<file path="src/rtl/param_updown_counter_pkg.sv">
// rtl/param_updown_counter_pkg.sv - shared constants, clamp helper and parameter legality check
package counter_pkg;

   localparam int CNT_MODE_WRAP = 0;
   localparam int CNT_MODE_SAT  = 1;

   // Wide enough for any legal DATA_WIDTH plus one carry bit.
   localparam int CNT_CALC_W = 33;

   function automatic logic [CNT_CALC_W-1:0] min_u(
      input logic [CNT_CALC_W-1:0] a,
      input logic [CNT_CALC_W-1:0] b
   );
      return (a < b) ? a : b;
   endfunction

   function automatic bit cnt_params_legal(
      input int              dw,
      input int              sw,
      input int              sat,
      input longint unsigned maxv,
      input longint unsigned rstv
   );
      longint unsigned lim;
      lim = (64'd1 << dw) - 64'd1;
      return (dw >= 2) && (dw <= 32) &&
             (sw >= 1) && (sw <= dw) &&
             ((sat == CNT_MODE_WRAP) || (sat == CNT_MODE_SAT)) &&
             (maxv >= 64'd1) && (maxv <= lim) &&
             (rstv <= maxv);
   endfunction

endpackage

</file>
<file path="src/rtl/param_updown_counter_if.sv">
// rtl/param_updown_counter_if.sv - command and status bundle for one counter instance
interface param_updown_counter_if #(
   parameter int DATA_WIDTH = 8,
   parameter int STEP_WIDTH = 4
);
   logic                  en;
   logic                  load;
   logic [DATA_WIDTH-1:0] d;
   logic                  up_down;
   logic [STEP_WIDTH-1:0] step;
   logic                  ovf_clr;

   logic [DATA_WIDTH-1:0] qd;
   logic                  tc;
   logic                  ovf;
   logic                  at_max;
   logic                  at_zero;

   modport master (
      output en, load, d, up_down, step, ovf_clr,
      input  qd, tc, ovf, at_max, at_zero
   );

   modport slave (
      input  en, load, d, up_down, step, ovf_clr,
      output qd, tc, ovf, at_max, at_zero
   );
endinterface

</file>
<file path="src/rtl/param_updown_counter_next.sv">
// rtl/param_updown_counter_next.sv - next-value arithmetic with wrap or saturate at the range bounds
module param_counter_next
   import counter_pkg::*;
#(
   parameter int              DATA_WIDTH = 8,
   parameter longint unsigned MAX_VALUE  = (64'd1 << DATA_WIDTH) - 64'd1,
   parameter int              SATURATE   = CNT_MODE_WRAP
)(
   input  logic [DATA_WIDTH-1:0] i_qd,
   input  logic [DATA_WIDTH-1:0] i_step,
   input  logic                  i_up_down,
   output logic [DATA_WIDTH-1:0] o_next,
   output logic                  o_cross
);

   // One extra bit so qd+step and qd+modulus never overflow.
   localparam logic [DATA_WIDTH:0] LP_MAX = (DATA_WIDTH+1)'(MAX_VALUE);
   localparam logic [DATA_WIDTH:0] LP_MOD = (DATA_WIDTH+1)'(MAX_VALUE + 64'd1);
   localparam bit                  LP_SAT = (SATURATE == CNT_MODE_SAT);

   logic [DATA_WIDTH:0] w_qd_ext;
   logic [DATA_WIDTH:0] w_s_ext;
   logic [DATA_WIDTH:0] w_sum;

   always_comb begin
      w_qd_ext = {1'b0, i_qd};
      w_s_ext  = {1'b0, i_step};
      w_sum    = w_qd_ext + w_s_ext;
      o_next   = i_qd;
      o_cross  = 1'b0;
      if (i_up_down) begin
         if (w_sum <= LP_MAX) begin
            o_next = DATA_WIDTH'(w_sum);
         end else begin
            o_cross = 1'b1;
            o_next  = LP_SAT ? DATA_WIDTH'(LP_MAX) : DATA_WIDTH'(w_sum - LP_MOD);
         end
      end else begin
         if (w_s_ext <= w_qd_ext) begin
            o_next = i_qd - i_step;
         end else begin
            o_cross = 1'b1;
            o_next  = LP_SAT ? '0 : DATA_WIDTH'(w_qd_ext + LP_MOD - w_s_ext);
         end
      end
   end

endmodule

</file>
<file path="src/rtl/param_updown_counter.sv">
// rtl/param_updown_counter.sv - loadable up/down counter with bound, step, wrap/saturate and sticky overflow
module param_updown_counter
   import counter_pkg::*;
#(
   parameter int              DATA_WIDTH  = 8,
   parameter int              STEP_WIDTH  = 4,
   parameter longint unsigned MAX_VALUE   = (64'd1 << DATA_WIDTH) - 64'd1,
   parameter int              SATURATE    = CNT_MODE_WRAP,
   parameter longint unsigned RESET_VALUE = 64'd0
)(
   input  logic                 clk,
   input  logic                 clear,
   param_updown_counter_if.slave bus
);

   localparam bit LP_LEGAL = cnt_params_legal(DATA_WIDTH, STEP_WIDTH, SATURATE,
                                              MAX_VALUE, RESET_VALUE);

   generate
      if (!LP_LEGAL) begin : g_param_error
         $error("param_updown_counter: illegal parameter combination");
      end
   endgenerate

   localparam logic [DATA_WIDTH:0]   LP_MAX = (DATA_WIDTH+1)'(MAX_VALUE);
   localparam logic [DATA_WIDTH-1:0] LP_RST = DATA_WIDTH'(RESET_VALUE);

   logic [DATA_WIDTH-1:0] r_qd;
   logic                  r_tc;
   logic                  r_ovf;

   logic [DATA_WIDTH-1:0] w_d_clamp;
   logic [DATA_WIDTH-1:0] w_step;
   logic [DATA_WIDTH-1:0] w_next;
   logic                  w_cross;
   logic [DATA_WIDTH-1:0] w_qd_nxt;
   logic                  w_tc_nxt;

   // A step larger than the whole range is treated as a full-range step.
   assign w_d_clamp = DATA_WIDTH'(min_u(CNT_CALC_W'(bus.d),    CNT_CALC_W'(LP_MAX)));
   assign w_step    = DATA_WIDTH'(min_u(CNT_CALC_W'(bus.step), CNT_CALC_W'(LP_MAX)));

   param_counter_next #(
      .DATA_WIDTH (DATA_WIDTH),
      .MAX_VALUE  (MAX_VALUE),
      .SATURATE   (SATURATE)
   ) u_next (
      .i_qd      (r_qd),
      .i_step    (w_step),
      .i_up_down (bus.up_down),
      .o_next    (w_next),
      .o_cross   (w_cross)
   );

   always_comb begin
      w_qd_nxt = r_qd;
      w_tc_nxt = 1'b0;
      if (bus.load) begin
         w_qd_nxt = w_d_clamp;
      end else if (bus.en) begin
         w_qd_nxt = w_next;
         w_tc_nxt = w_cross;
      end
   end

   // A terminal event on the same edge as ovf_clr keeps the flag set.
   always_ff @(posedge clk) begin
      if (clear) begin
         r_qd  <= LP_RST;
         r_tc  <= 1'b0;
         r_ovf <= 1'b0;
      end else begin
         r_qd <= w_qd_nxt;
         r_tc <= w_tc_nxt;
         if (w_tc_nxt) begin
            r_ovf <= 1'b1;
         end else if (bus.ovf_clr) begin
            r_ovf <= 1'b0;
         end
      end
   end

   assign bus.qd      = r_qd;
   assign bus.tc      = r_tc;
   assign bus.ovf     = r_ovf;
   assign bus.at_max  = ({1'b0, r_qd} == LP_MAX);
   assign bus.at_zero = (r_qd == '0);

endmodule
</file>
<file path="src/flat_wrapper.sv">
// flat-port wrapper written by rule: the top's interface ports become plain ports
module param_updown_counter_flat import counter_pkg::*;
#(
   parameter int              DATA_WIDTH  = 8,
   parameter int              STEP_WIDTH  = 4,
   parameter longint unsigned MAX_VALUE   = (64'd1 << DATA_WIDTH) - 64'd1,
   parameter int              SATURATE    = CNT_MODE_WRAP,
   parameter longint unsigned RESET_VALUE = 64'd0
)
  (clk, clear, bus_en, bus_load, bus_d, bus_up_down, bus_step, bus_ovf_clr, bus_qd, bus_tc, bus_ovf, bus_at_max, bus_at_zero);
  param_updown_counter_if #(.DATA_WIDTH(DATA_WIDTH), .STEP_WIDTH(STEP_WIDTH)) bus_i ();
  input  logic clk;
  input  logic clear;
  input wire logic [$bits(bus_i.en)-1:0] bus_en;
  input wire logic [$bits(bus_i.load)-1:0] bus_load;
  input wire logic [$bits(bus_i.d)-1:0] bus_d;
  input wire logic [$bits(bus_i.up_down)-1:0] bus_up_down;
  input wire logic [$bits(bus_i.step)-1:0] bus_step;
  input wire logic [$bits(bus_i.ovf_clr)-1:0] bus_ovf_clr;
  output wire logic [$bits(bus_i.qd)-1:0] bus_qd;
  output wire logic [$bits(bus_i.tc)-1:0] bus_tc;
  output wire logic [$bits(bus_i.ovf)-1:0] bus_ovf;
  output wire logic [$bits(bus_i.at_max)-1:0] bus_at_max;
  output wire logic [$bits(bus_i.at_zero)-1:0] bus_at_zero;
  assign bus_i.en = bus_en;
  assign bus_i.load = bus_load;
  assign bus_i.d = bus_d;
  assign bus_i.up_down = bus_up_down;
  assign bus_i.step = bus_step;
  assign bus_i.ovf_clr = bus_ovf_clr;
  assign bus_qd = bus_i.qd;
  assign bus_tc = bus_i.tc;
  assign bus_ovf = bus_i.ovf;
  assign bus_at_max = bus_i.at_max;
  assign bus_at_zero = bus_i.at_zero;
  param_updown_counter #(.DATA_WIDTH(DATA_WIDTH), .STEP_WIDTH(STEP_WIDTH), .MAX_VALUE(MAX_VALUE), .SATURATE(SATURATE), .RESET_VALUE(RESET_VALUE)) u_core (.clk(clk), .clear(clear), .bus(bus_i));
endmodule
</file>
<file path="config.mk">
export PLATFORM = sky130hd
export DESIGN_NAME = param_updown_counter_flat
export DESIGN_NICKNAME = d
export VERILOG_FILES = /design/src/rtl/param_updown_counter_pkg.sv /design/src/rtl/param_updown_counter_if.sv /design/src/rtl/param_updown_counter_next.sv /design/src/rtl/param_updown_counter.sv /design/src/flat_wrapper.sv
export SDC_FILE = /design/constraint.sdc
export NUM_CORES = 1
export LEC_CHECK = 0
export ABC_AREA = 1
export BUFFER_PORTS_ARGS = -buffer_cell sky130_fd_sc_hd__buf_2
export CAP_MARGIN = 20
export CELL_PAD_IN_SITES_DETAIL_PLACEMENT = 0
export CELL_PAD_IN_SITES_GLOBAL_PLACEMENT = 1
export CORE_ASPECT_RATIO = 1.1
export CORE_MARGIN = 8
export CORE_UTILIZATION = 33
export CTS_CLUSTER_SIZE = 40
export DETAILED_ROUTE_END_ITERATION = 6
export GPL_TIMING_DRIVEN = 1
export PLACE_DENSITY = 0.77
export REMOVE_ABC_BUFFERS = 1
export SLEW_MARGIN = 20
export SYNTH_ARGS = -nofsm -noshare
export SYNTH_HDL_FRONTEND = slang
export SYNTH_HIERARCHICAL = 1
export SYNTH_SLANG_ARGS = --single-unit
</file>
<file path="constraint.sdc">
create_clock -name clk -period 1.6 [get_ports clk]
set_input_delay 0 -clock clk [delete_from_list [all_inputs] [get_ports clk]]
set_output_delay 0 -clock clk [all_outputs]
set_load 0.03 [all_outputs]
</file>
==> results by group <==
Run status
  – Status: complete, but fails checks
  – Failing checks: negative setup slack

Placed design
  – Place WS: -0.1806 ns
  – IO buf count: 29
  – Dpl hpwl: 3491 microns
  – Final GP Congestion: 0.8631
  – Placed Cells incl. Taps: 338

Synthesis
  – Yosys cell types: 21
  – Most frequent cells after synthesis: nand2_1 (84), inv_1 (40), nand3_1 (29)
  – Synthesized cell area: 1365 sq um
  – Register area share after synthesis: 0.1467
  – Syn Inst Count: 236
  – Area leader, netlist: nand2_1
  – Post-synth EDFFs: 0
  – Count leader, synth: nand2_1
  – Synthesized flop and latch total: 10
  – Share of the synthesized area in the top cell type: 0.2310
  – Mean post-synth cell area: 5.784 sq um
  – Post-synth ARST share: 0
  – Synth Flop Type: dfxtp_1
  – Area contributors post-synth: nand2_1 (23%), dfxtp_1 (15%), ha_1 (15%), inv_1 (11%), nand3_1 (11%)
  – Yosys warnings: 6

Critical path
  – Critical path launch point type: flip-flop
  – Required @ worst endpoint: 1.77 ns
  – Max incr delay on CP: 0.36 ns
  – Worst path arrival time: 1.83 ns
  – Slowest cell on crit path: fa_2
  – CP startpoint: u_core/bus.qd[0]
  – Delay-heaviest family, CP: simple AND/OR/NAND/NOR gates
  – CP endpoint kind: flip-flop
  – Kind of critical path: flip-flop to flip-flop
  – Cells on worst reg2reg path: 13
  – CP max FO: 3
  – Levels on crit path: 13
  – CP endpoint: u_core/bus.qd[4]
  – CP cell instances: ha_4 -> fa_2 -> nand3_1 -> nand2_2 -> nand2_1 -> o21ai_2 -> inv_1 -> nand2_1 -> nand2_1 -> nand3_1 -> nand3_1 -> nand2_1 -> inv_1
  – Register-to-register setup slack: -0.06 ns
  – Worst r2r dst: u_core/bus.qd[4]
  – Buf/Inv on CP: 2
  – R2R Path Start: u_core/bus.qd[0]
  – Worst path most repeated cell: nand2_1

Pwr
  – Sequential Power Share: 0.235
  – Switching power: slightly above 500 uW
  – Switch share: 0.4157
  – Combinational Power Share: 0.555
  – Peak supply drop: slightly above 400 uV
  – Clk pwr share: 0.210
  – P_leak: 0.001092 uW
  – Pwr/cell area: 614.6 nW/um^2
  – Internal power: 722.9 uW

Floorplanning
  – Die W: 77.32 microns
  – Die area: 6453 sq um
  – Core area: 3964 sq um
  – Die H: 83.46 microns
  – # rows: 24
  – Io pins: 30
  – Initial Util: 0.3444

CTS
  – CTS tree: done
  – CTS H-tree depth: 1
  – Clock sinks: 10
  – Clk_lat worst skew: around 0.23 ns
  – CTS clk-pin slew, worst paths: 0.05 ns
  – Total CTS buffers: 3
  – CTS root buf: clkbuf_8
  – Clock Path Buffers: 2

GRT
  – First-pass GRT wire length: 7410 microns
  – GRT Total Usage: 0.1359
  – Number of global-route vias before repair: 1573
  – Total gr overflow: 0
  – Largest net degree at the start of global routing: 14
  – Initial antenna violation count: 0

Route
  – WL/cell: 12.62 microns
  – # DRC: 0
  – Drt total wl: approximately 4400 microns
  – TritonRoute pass-1 iters: 4
  – Post-route ant nets: 0
  – Vias per Instance: 4.643
  – Vias: 1602
  – DRT iter0 DRCs: 84

Finish
  – Fillers: 453
  – Final nets: between 300 and 400
  – Final core utilization: 0.5079
  – Layout area overhead: 47.48%
  – Final cell count without fillers: 345
  – Layout cells sized above 1: 0.3788
  – Antenna Cells: 0

STA
  – TNS Setup: -0.1614 ns
  – Pins Over Slew Limit: 0
  – Min cycle time layout: 1.660 ns
  – RSZ-0062 raised after global routing: true
  – Clock Skew: roughly 0.0012 ns
  – Final hold vios: 0
  – Period utilization: 1.037
  – Max Clk Rate: 602.6 MHz
  – Setup violations, final: 6
  – Min setup slack post-route: -0.05959 ns

Worst hold path
  – Min-delay worst type: input pin to flip-flop

Job
  – Max cap viols: 0
[final cells by class]
cell class,instances,area (sq um),area share
inverter,44,170.2,0.08452
timing repair buffer,51,316.6,0.1572
multi-input combinational,185,1205,0.5985
clock buffer,3,41.29,0.02051
sequential,10,215.2,0.1069
tap,52,65.06,0.03232
[placed cells by master (no fill, tap or decap), types with 3 or more instances in the layout]
cell type	count
nor2_2	5
inv_1	35
buf_4	20
nand2_2	15
nand3_2	4
dfxtp_4	3
nand3_1	25
ha_4	10
nor2_1	12
inv_2	7
nand2_1	69
dfxtp_2	3
buf_2	29
a21oi_2	3
ha_1	6
conb_1	8
a21oi_1	5
clkbuf_8	3
nand4_1	9
dfxtp_1	4
[timing repair]
item	in CTS	in global routing
pin swaps	9	27
endpoints found under the hold margin	2	0
setup endpoints to repair	9	9
gates resized for setup	25	42
hold buffers	1	0
setup buffers	1	2
[flip-flops by register name, indices dropped and copies added, names as in the netlist]
signal,cells
u_core/bus.tc,1
u_core/bus.ovf,1
u_core/bus.qd,8
[logic make-up after synthesis]
| kind of cell | share of synthesized area |
|---|---|
| compound gates | 0.06691 |
| flops | 0.1467 |
| xor+xnor | 0.01283 |
| other cells | 0.002747 |
| simple gates | 0.4445 |
| buf+inv | 0.1503 |
| fa+ha+maj | 0.1760 |
[worst min-delay path by stage]
| stage | depth (start not counted) | to | slack (ns) | start |
|---|---|---|---|---|
| final | 4 | u_core/bus.ovf | 0.02 | bus_ovf_clr |
| after global routing | 4 | u_core/bus.ovf | 0.06 | bus_ovf_clr |
| after CTS | 4 | u_core/bus.ovf | 0.01 | bus_ovf_clr |
| after detailed placement | 2 | u_core/bus.ovf | 0.20 | clear |
| after global placement | 2 | u_core/bus.ovf | 0.20 | clear |
| after floorplan | 1 | u_core/bus.ovf | 0.07 | clear |
[metrics by stage]
stage	hold slack (ns)	area, sq um	total power (uW)
detailed placement	0.2026	1699	849.9
global route	0.05678	2013	1336
global placement	0.1976	1699	848.3
finish	0.01546	2013	1237
CTS	0.009688	1866	1163
floorplan	0.06907	1354	636.5
[metal layers]
layer  GRT usage  up-vias  routed length [microns]
met5           0        -                        0
met4     0.03265        0                       16
met3     0.01616        2                      123
met2      0.2339       30                     2191
met1      0.1730      725                     2022
li1            -      845                        -
[power by group through the flow]
stage                     clock (uW)  combinational, uW  sequential (uW)
final                            260                687              291
after CTS                        268                604              290
after detailed placement           0                562              288
after floorplan                    0                305              331
after global routing             282                760              294
after global placement             0                561              287
[worst min-delay path: stages]
cell and delay, ns:
buf_2 0.08, inv_1 0.03, nand2_1 0.04, a21oi_1 0.05
No activity file was read; power rests on OpenSTA's default activity.
